$ cat src/rtl/mem_io_ctrl.sv
// CPU-side memory/IO controller: SRAM accesses with configurable wait states,
// plus a switch/hex register at IO_BASE. Define MEM_IO_LED_EN to add an LED register at IO_BASE-1.
module mem_io_ctrl #(
  parameter int                DATA_W      = 16,
  parameter int                ADDR_W      = 16,
  parameter int                WAIT_STATES = 2,
  parameter int                N_HEX       = 4,
  parameter logic [ADDR_W-1:0] IO_BASE     = '1
) (
  input  logic                Clk,
  input  logic                Reset_n,
  input  logic                Req,
  input  logic                Wr,
  input  logic [ADDR_W-1:0]   Addr,
  input  logic [DATA_W-1:0]   Wdata,
  output logic [DATA_W-1:0]   Rdata,
  output logic                Ready,
  input  logic [DATA_W-1:0]   Switches,
  output logic [ADDR_W-1:0]   Sram_addr,
  output logic [DATA_W-1:0]   Sram_wdata,
  input  logic [DATA_W-1:0]   Sram_rdata,
  output logic                Sram_oe,
  output logic                Sram_we,
  output logic [4*N_HEX-1:0]  Hex_out,
  output logic [DATA_W-1:0]   Led_out
);

  localparam logic [ADDR_W-1:0] LED_ADDR = IO_BASE - ADDR_W'(1);
  localparam logic [3:0]        WS       = 4'(WAIT_STATES);

  typedef enum logic [1:0] {
    IDLE   = 2'd0,
    IO     = 2'd1,
    ACCESS = 2'd2,
    DONE   = 2'd3
  } state_t;

  state_t              state_r;
  state_t              next_state_s;
  logic [ADDR_W-1:0]   addr_r;
  logic [DATA_W-1:0]   wdata_r;
  logic                wr_r;
  logic [3:0]          cnt_r;
  logic [DATA_W-1:0]   rdata_r;
  logic [4*N_HEX-1:0]  hex_r;
  logic                io_hit_s;
  logic                accept_s;
  logic                last_access_s;

  // Decode which incoming addresses take the register path instead of SRAM.
  always_comb begin
    io_hit_s = (Addr == IO_BASE);
`ifdef MEM_IO_LED_EN
    if (Addr == LED_ADDR) begin
      io_hit_s = 1'b1;
    end else begin
      io_hit_s = (Addr == IO_BASE);
    end
`endif
  end

  assign accept_s      = (state_r == IDLE) && Req;
  assign last_access_s = (state_r == ACCESS) && (cnt_r == 4'd0);

  // State register.
  always_ff @(posedge Clk or negedge Reset_n) begin
    if (!Reset_n) begin
      state_r <= IDLE;
    end else begin
      state_r <= next_state_s;
    end
  end

  // Next-state logic; requests outside IDLE are simply not looked at.
  always_comb begin
    next_state_s = IDLE;
    case (state_r)
      IDLE: begin
        if (Req) begin
          next_state_s = io_hit_s ? IO : ACCESS;
        end else begin
          next_state_s = IDLE;
        end
      end
      IO:     next_state_s = DONE;
      ACCESS: begin
        if (cnt_r == 4'd0) begin
          next_state_s = DONE;
        end else begin
          next_state_s = ACCESS;
        end
      end
      DONE:    next_state_s = IDLE;
      default: next_state_s = IDLE;
    endcase
  end

  // Strobes and completion decoded straight from the state register so reset drops them at once.
  always_comb begin
    Sram_oe = 1'b0;
    Sram_we = 1'b0;
    Ready   = 1'b0;
    case (state_r)
      ACCESS: begin
        Sram_oe = ~wr_r;
        Sram_we = wr_r;
      end
      DONE:    Ready = 1'b1;
      default: Ready = 1'b0;
    endcase
  end

  // Request latch and wait-state down-counter.
  always_ff @(posedge Clk or negedge Reset_n) begin
    if (!Reset_n) begin
      addr_r  <= '0;
      wdata_r <= '0;
      wr_r    <= 1'b0;
      cnt_r   <= 4'd0;
    end else if (accept_s) begin
      addr_r  <= Addr;
      wdata_r <= Wdata;
      wr_r    <= Wr;
      cnt_r   <= WS;
    end else if ((state_r == ACCESS) && (cnt_r != 4'd0)) begin
      cnt_r <= cnt_r - 4'd1;
    end else begin
      cnt_r <= cnt_r;
    end
  end

  // Read data register: only completed reads update it.
  always_ff @(posedge Clk or negedge Reset_n) begin
    if (!Reset_n) begin
      rdata_r <= '0;
    end else if ((state_r == IO) && !wr_r && (addr_r == IO_BASE)) begin
      rdata_r <= Switches;
`ifdef MEM_IO_LED_EN
    end else if ((state_r == IO) && !wr_r && (addr_r == LED_ADDR)) begin
      rdata_r <= Led_out;
`endif
    end else if (last_access_s && !wr_r) begin
      rdata_r <= Sram_rdata;
    end else begin
      rdata_r <= rdata_r;
    end
  end

  // Hex display register.
  always_ff @(posedge Clk or negedge Reset_n) begin
    if (!Reset_n) begin
      hex_r <= '0;
    end else if ((state_r == IO) && wr_r && (addr_r == IO_BASE)) begin
      hex_r <= wdata_r[4*N_HEX-1:0];
    end else begin
      hex_r <= hex_r;
    end
  end

`ifdef MEM_IO_LED_EN
  logic [DATA_W-1:0] led_r;

  // LED register one below the hex/switch address.
  always_ff @(posedge Clk or negedge Reset_n) begin
    if (!Reset_n) begin
      led_r <= '0;
    end else if ((state_r == IO) && wr_r && (addr_r == LED_ADDR)) begin
      led_r <= wdata_r;
    end else begin
      led_r <= led_r;
    end
  end

  assign Led_out = led_r;
`else
  assign Led_out = '0;
`endif

  assign Rdata      = rdata_r;
  assign Hex_out    = hex_r;
  assign Sram_addr  = addr_r;
  assign Sram_wdata = wdata_r;

endmodule

$ cat config.mk
export PLATFORM = sky130hd
export DESIGN_NAME = mem_io_ctrl
export DESIGN_NICKNAME = d
export VERILOG_FILES = /design/src/rtl/mem_io_ctrl.sv
export SDC_FILE = /design/constraint.sdc
export NUM_CORES = 1
export LEC_CHECK = 0
export ABC_AREA = 1
export BUFFER_PORTS_ARGS = -buffer_cell sky130_fd_sc_hd__buf_2
export CORE_UTILIZATION = 43
export CTS_CLUSTER_DIAMETER = 40
export DETAILED_ROUTE_END_ITERATION = 8
export PLACE_DENSITY_LB_ADDON = 0.05
export RECOVER_POWER = 100
export SLEW_MARGIN = 40
export SYNTH_ARGS = -nofsm -noshare
export SYNTH_HDL_FRONTEND = slang
export SYNTH_SLANG_ARGS = --single-unit
$ cat constraint.sdc
create_clock -name Clk -period 1.4 [get_ports Clk]
set_input_delay 0.07 -clock Clk [delete_from_list [all_inputs] [get_ports Clk]]
set_output_delay 0.07 -clock Clk [all_outputs]
set_load 0.005 [all_outputs]
; ---- Yosys cells after proc, flatten, opt, wreduce, memory -nomap -nowiden
; Cells that the tools add are included.
[word_totals]
out_inout_bits = 83
register_bits = 71
[classes]
bitwise_logic = 1
n_addsub = 1
mux = 11
reduce_logical = 14
n_eq_ne = 5
[op_table]
columns = cell, count
row1 = $eq 16x16->1 const B, 2
row2 = $mux 16, 2
row3 = $logic_and 1x1->1, 8
row4 = $mux 4, 2
row5 = $pmux 2 s4, 1
row6 = $eq 2x2->1 const B, 2
row7 = $logic_not 4->1, 1
row8 = $mux 1, 4
row9 = $mux 2, 2
row10 = $reduce_bool 2->1, 2
row11 = $reduce_bool 4->1, 1
row12 = $sub 4x1->4 const B, 1
row13 = $eq 2x1->1 const B, 1
row14 = $logic_not 2->1, 1
row15 = $logic_not 1->1, 1
row16 = $not 1->1, 1

; ---- Longest topological paths before layout
[logic_depth]
ltp_word = 5
ltp_mapped = 9
mapped_depth_nobuf = 8

; ---- Worst setup path after synthesis
; OpenSTA, ideal clock, no wires.
[synth_timing]
path_type = flip-flop to flip-flop
start = register state_r[1]
end = register rdata_r[10], in the netlist Rdata[10]
slack_ns = -0.044
arrival_ns = 1.328
path_stages_with_launch = 9
synth_period_minus_slack_ns = 1.444
n_path_buf = 1
t_required_ns = 1.284
path_cell_list = dfrtp_1 > inv_1 > ha_1 > inv_1 > nor2_2 > buf_2 > nand3_1 > nand2_1 > nand2_1
[synth_via]
elab_chain_len = 4
elab_cells_between_ends = 8
cone_classes = eq/ne: 2 / mux: 1 / reduce/logical: 5
[synth_rtl]
columns = item, line
row1 = "start, declared", 38  ; state_t state_r;
row2 = "start signal, assigned", 70  ; state_r <= next_state_s;
row3 = $eq 2x1->1 or $eq 2x2->1 (tied branches), "136, 63"
row4 = "$logic_and 1x1->1, on equally long branches", "136, 63"
row5 = "$logic_and 1x1->1, on equally long branches", "136, 142"
row6 = $mux 16 or $reduce_bool 2->1 (tied branches), -
row7 = "end signal, assigned", 137  ; rdata_r <= Switches;
row8 = "end signal, assigned", 143  ; rdata_r <= Sram_rdata;
row9 = "end signal, assigned", 145  ; rdata_r <= rdata_r;
row10 = "end, declared", 44  ; logic [DATA_W-1:0] rdata_r;
; Parallel ways exist; a longest one is shown, timed or not.
; A chain may end at the register's enable or synchronous reset.

; ---- Final worst setup path
[layout_timing]
start = register state_r[0]
end = output port Ready
[layout_via]
elab_chain_len = 2
[layout_rtl]
columns = item, line
row1 = $eq 2x2->1, 103  ; case (state_r)
row2 = $mux 1, 103
row3 = "end, declared", 17  ; output logic Ready,
; Every way passes these cells.

==> out/results.ini <==
[place]
dp_cells = 685
place_congestion = 0.786
dp_hpwl_um = 6010
io_buffers = 134

[route]
wire_per_inst_um = 13.1
vias_per_cell = 4.73
drc = 0
via_count = 3589
drt_iter0_drc = 190
drt-total-wl_um = 9930
drt-pass1-iter-count = 4
drtAntennaViolNets = 0

[setup_path]
worstPathRequired_ns = 1.33
crit_chain = buf_4 -> buf_4 -> ha_1 -> buf_2
rrSetupSlack_ns = -0.05
slowest_stage = dfrtp_2
end_kind = output port
arrival_ns = 1.38
crit_buf_inv = 3
crit_top_cell = buf_4
cp_max_fo = 3
start_kind = flop
criticalPathCategory = flop to output port
crit_family = flip-flops
cpPeakStageDelay_ns = 0.46

[logic_synthesis]
synth_warnings = 0
synth_top_family_by_area = simple AND/OR/NAND/NOR gates
synth-adder-area-share = 0.0214
synth-seq-cells = 71
synth_xor_area_frac = 0
yosys.area_share.simple = 0.348
seq_area_frac_synth = 0.507
synthCells = 445
synth_compound_area_frac = 0.0171
syn_area_um2 = 3500
synth_mux_area_frac = 0
syn_avg_cell_area_um2 = 7.87
ys_types = 24

[final_layout]
syn2layout_area_growth_pct = 49.0
diodes = 0
final_cell_mix = 193 x nand2_1, 108 x buf_2, 70 x dfrtp_1
final_cells = 758
regArea_um2 = 1780
nNetsFinal = 725
nFillCells = 667
multi_input_area_um2 = 1550
final_common_cell = nand2_1
drive_above_1_share = 0.314

[floorplanning]
die_area_um2 = 8510
ios = 151
initial_core_util = 0.449
core_um2 = 7810
die_y_um = 92.3
row_count = 32
die_w_um = 92.3

[outcome]
outcome = complete, but fails checks
violations = negative setup slack

[timing]
relSlewSlack = 0.363
skew_ns = 0.00775
fmax_mhz = 691
setup_ws_ns = -0.0480
fin_crit_ns = 1.45
finalSetupTns_ns = -0.313
whs_ns = 0.0179
report.final.slew_viol_count = 0
period_share = 1.03
worst_pin_slew_ns = 0.956
rsz0062_at_grt = true
report.final.hold_viol_count = 0
setup_viol = 13

[job]
cap_violations = 0

[clock_tree]
cts_tree = yes
cts_num_sinks = 71
clkTransAtPathRegs_ns = 0.08
insertion_delay_ns = 0.34
cts_made_buffers = 9
cts_root_buf = clkbuf_8
h-tree-depth = 3
cts.path.max_buffers = 2

[power_and_ir_drop]
clock_power_share = 0.171
seqPwrFrac = 0.384
pwr-share-comb = 0.445
switching_share = 0.382
p_int_w = 0.00542
power_density_nw_per_um2 = 1680
p_leak_nw = 2.94
switchingPower_w = 0.00335
peakVddDrop_mv = 1.15

[global_route]
antenna_found_initial = 0
grt_pass1_wl_um = 15400
grt_usage = 0.229
grt_pass1_vias = 3357
grt.overflow.total = 0
grt_max_degree = 72

[min_path]
hold_class = primary input to flop

-- registers in the layout (all words and copies together), names as in the netlist --
signal      count
Hex_out        16
Rdata          16
Sram_addr      16
Sram_wdata     16
cnt_r           4
state_r         2
wr_r            1
-- final timing paths --
check | start | end | depth (start not counted)
worst min-delay path | Addr[0] | Sram_addr[0] | 3
worst max-delay path | state_r[0] | Ready | 4
min in group asynchronous | Reset_n | Rdata[1] | 3
max in group asynchronous | Reset_n | state_r[0] | 3
worst min register to register | Hex_out[9] | Hex_out[9] | 2
worst max register to register | state_r[1] | Rdata[9] | 9
-- Yosys cell counts --
| cell type | count | area, um^2 |
|---|---|---|
| a21oi_1 | 3 | 15.0 |
| buf_1 | 1 | 3.75 |
| buf_2 | 9 | 45.0 |
| buf_4 | 18 | 135 |
| buf_6 | 4 | 45.0 |
| clkbuf_1 | 4 | 15.0 |
| clkinv_1 | 2 | 7.51 |
| conb_1 | 1 | 3.75 |
| dfrtp_1 | 71 | 1780 |
| ha_1 | 6 | 75.1 |
| inv_1 | 30 | 113 |
| inv_2 | 1 | 3.75 |
| nand2_1 | 199 | 747 |
| nand2_2 | 2 | 12.5 |
| nand2_4 | 1 | 11.3 |
| nand3_1 | 49 | 245 |
| nand3_2 | 1 | 10.0 |
| nand4_1 | 17 | 106 |
| nor2_1 | 13 | 48.8 |
| nor2_2 | 1 | 6.26 |
| nor2_8 | 1 | 20.0 |
| nor3_1 | 1 | 5.00 |
| nor3b_1 | 1 | 7.51 |
| o21ai_0 | 9 | 45.0 |
-- worst min-delay path: stages --
cell and delay (ns):
buf_2 0.10, inv_1 0.06, o21ai_0 0.09
-- per-layer routing --
layer	vias up	global-route usage	routed length (um)
li1	1782	-	-
met1	1670	0.303	4390
met2	127	0.384	4840
met3	10	0.0415	589
met4	0	0.0664	109
met5	-	0	0
-- per-stage QoR --
step / setup slack, ns / power, W / utilization / instance area, um^2
2_1_floorplan: 0.0445 / 0.00499 / - / 3560
3_3_place_gp: -0.00353 / 0.00658 / 0.560 / 4370
3_5_place_dp: -0.0545 / 0.00664 / 0.560 / 4370
4_1_cts: -0.0552 / 0.00838 / 0.644 / 5030
5_1_grt: -0.125 / 0.00945 / 0.669 / 5220
6_report: -0.0480 / 0.00876 / 0.669 / 5220
-- power groups by stage --
stage	Combinational (W)	Clock (W)	Sequential, W
after global routing	0.00434	0.00164	0.00346
after CTS	0.00348	0.00156	0.00333
after global placement	0.00325	0	0.00333
after floorplan	0.00159	0	0.00340
after detailed placement	0.00328	0	0.00336
final	0.00390	0.00150	0.00336
-- kinds of logic (layout without fill, tap and decap cells) --
group	Yosys count	after routing
and+or+nand+nor	286	288
buffers and inverters	69	263
DFF	71	71
other	1	16
AOI/OAI and AO/OA	12	12
adders and majority gates	6	6
-- cell type report --
class                           count  area share
Sequential cell                    71       0.341
Multi-Input combinational cell    322       0.298
Timing Repair Buffer              214       0.278
Clock buffer                       10      0.0264
Inverter                           33      0.0247
Tap cell                          102      0.0244
Clock inverter                      6     0.00863
-- what timing repair did --
action	CTS	global route
buffers inserted	8	12
hold buffers	33	0
gates cloned	2	2
endpoints found under the hold margin	103	0
gates resized for setup	16	32
endpoints found under the setup margin	30	56
pin swaps	3	21
(Power assumes the default switching activity.)
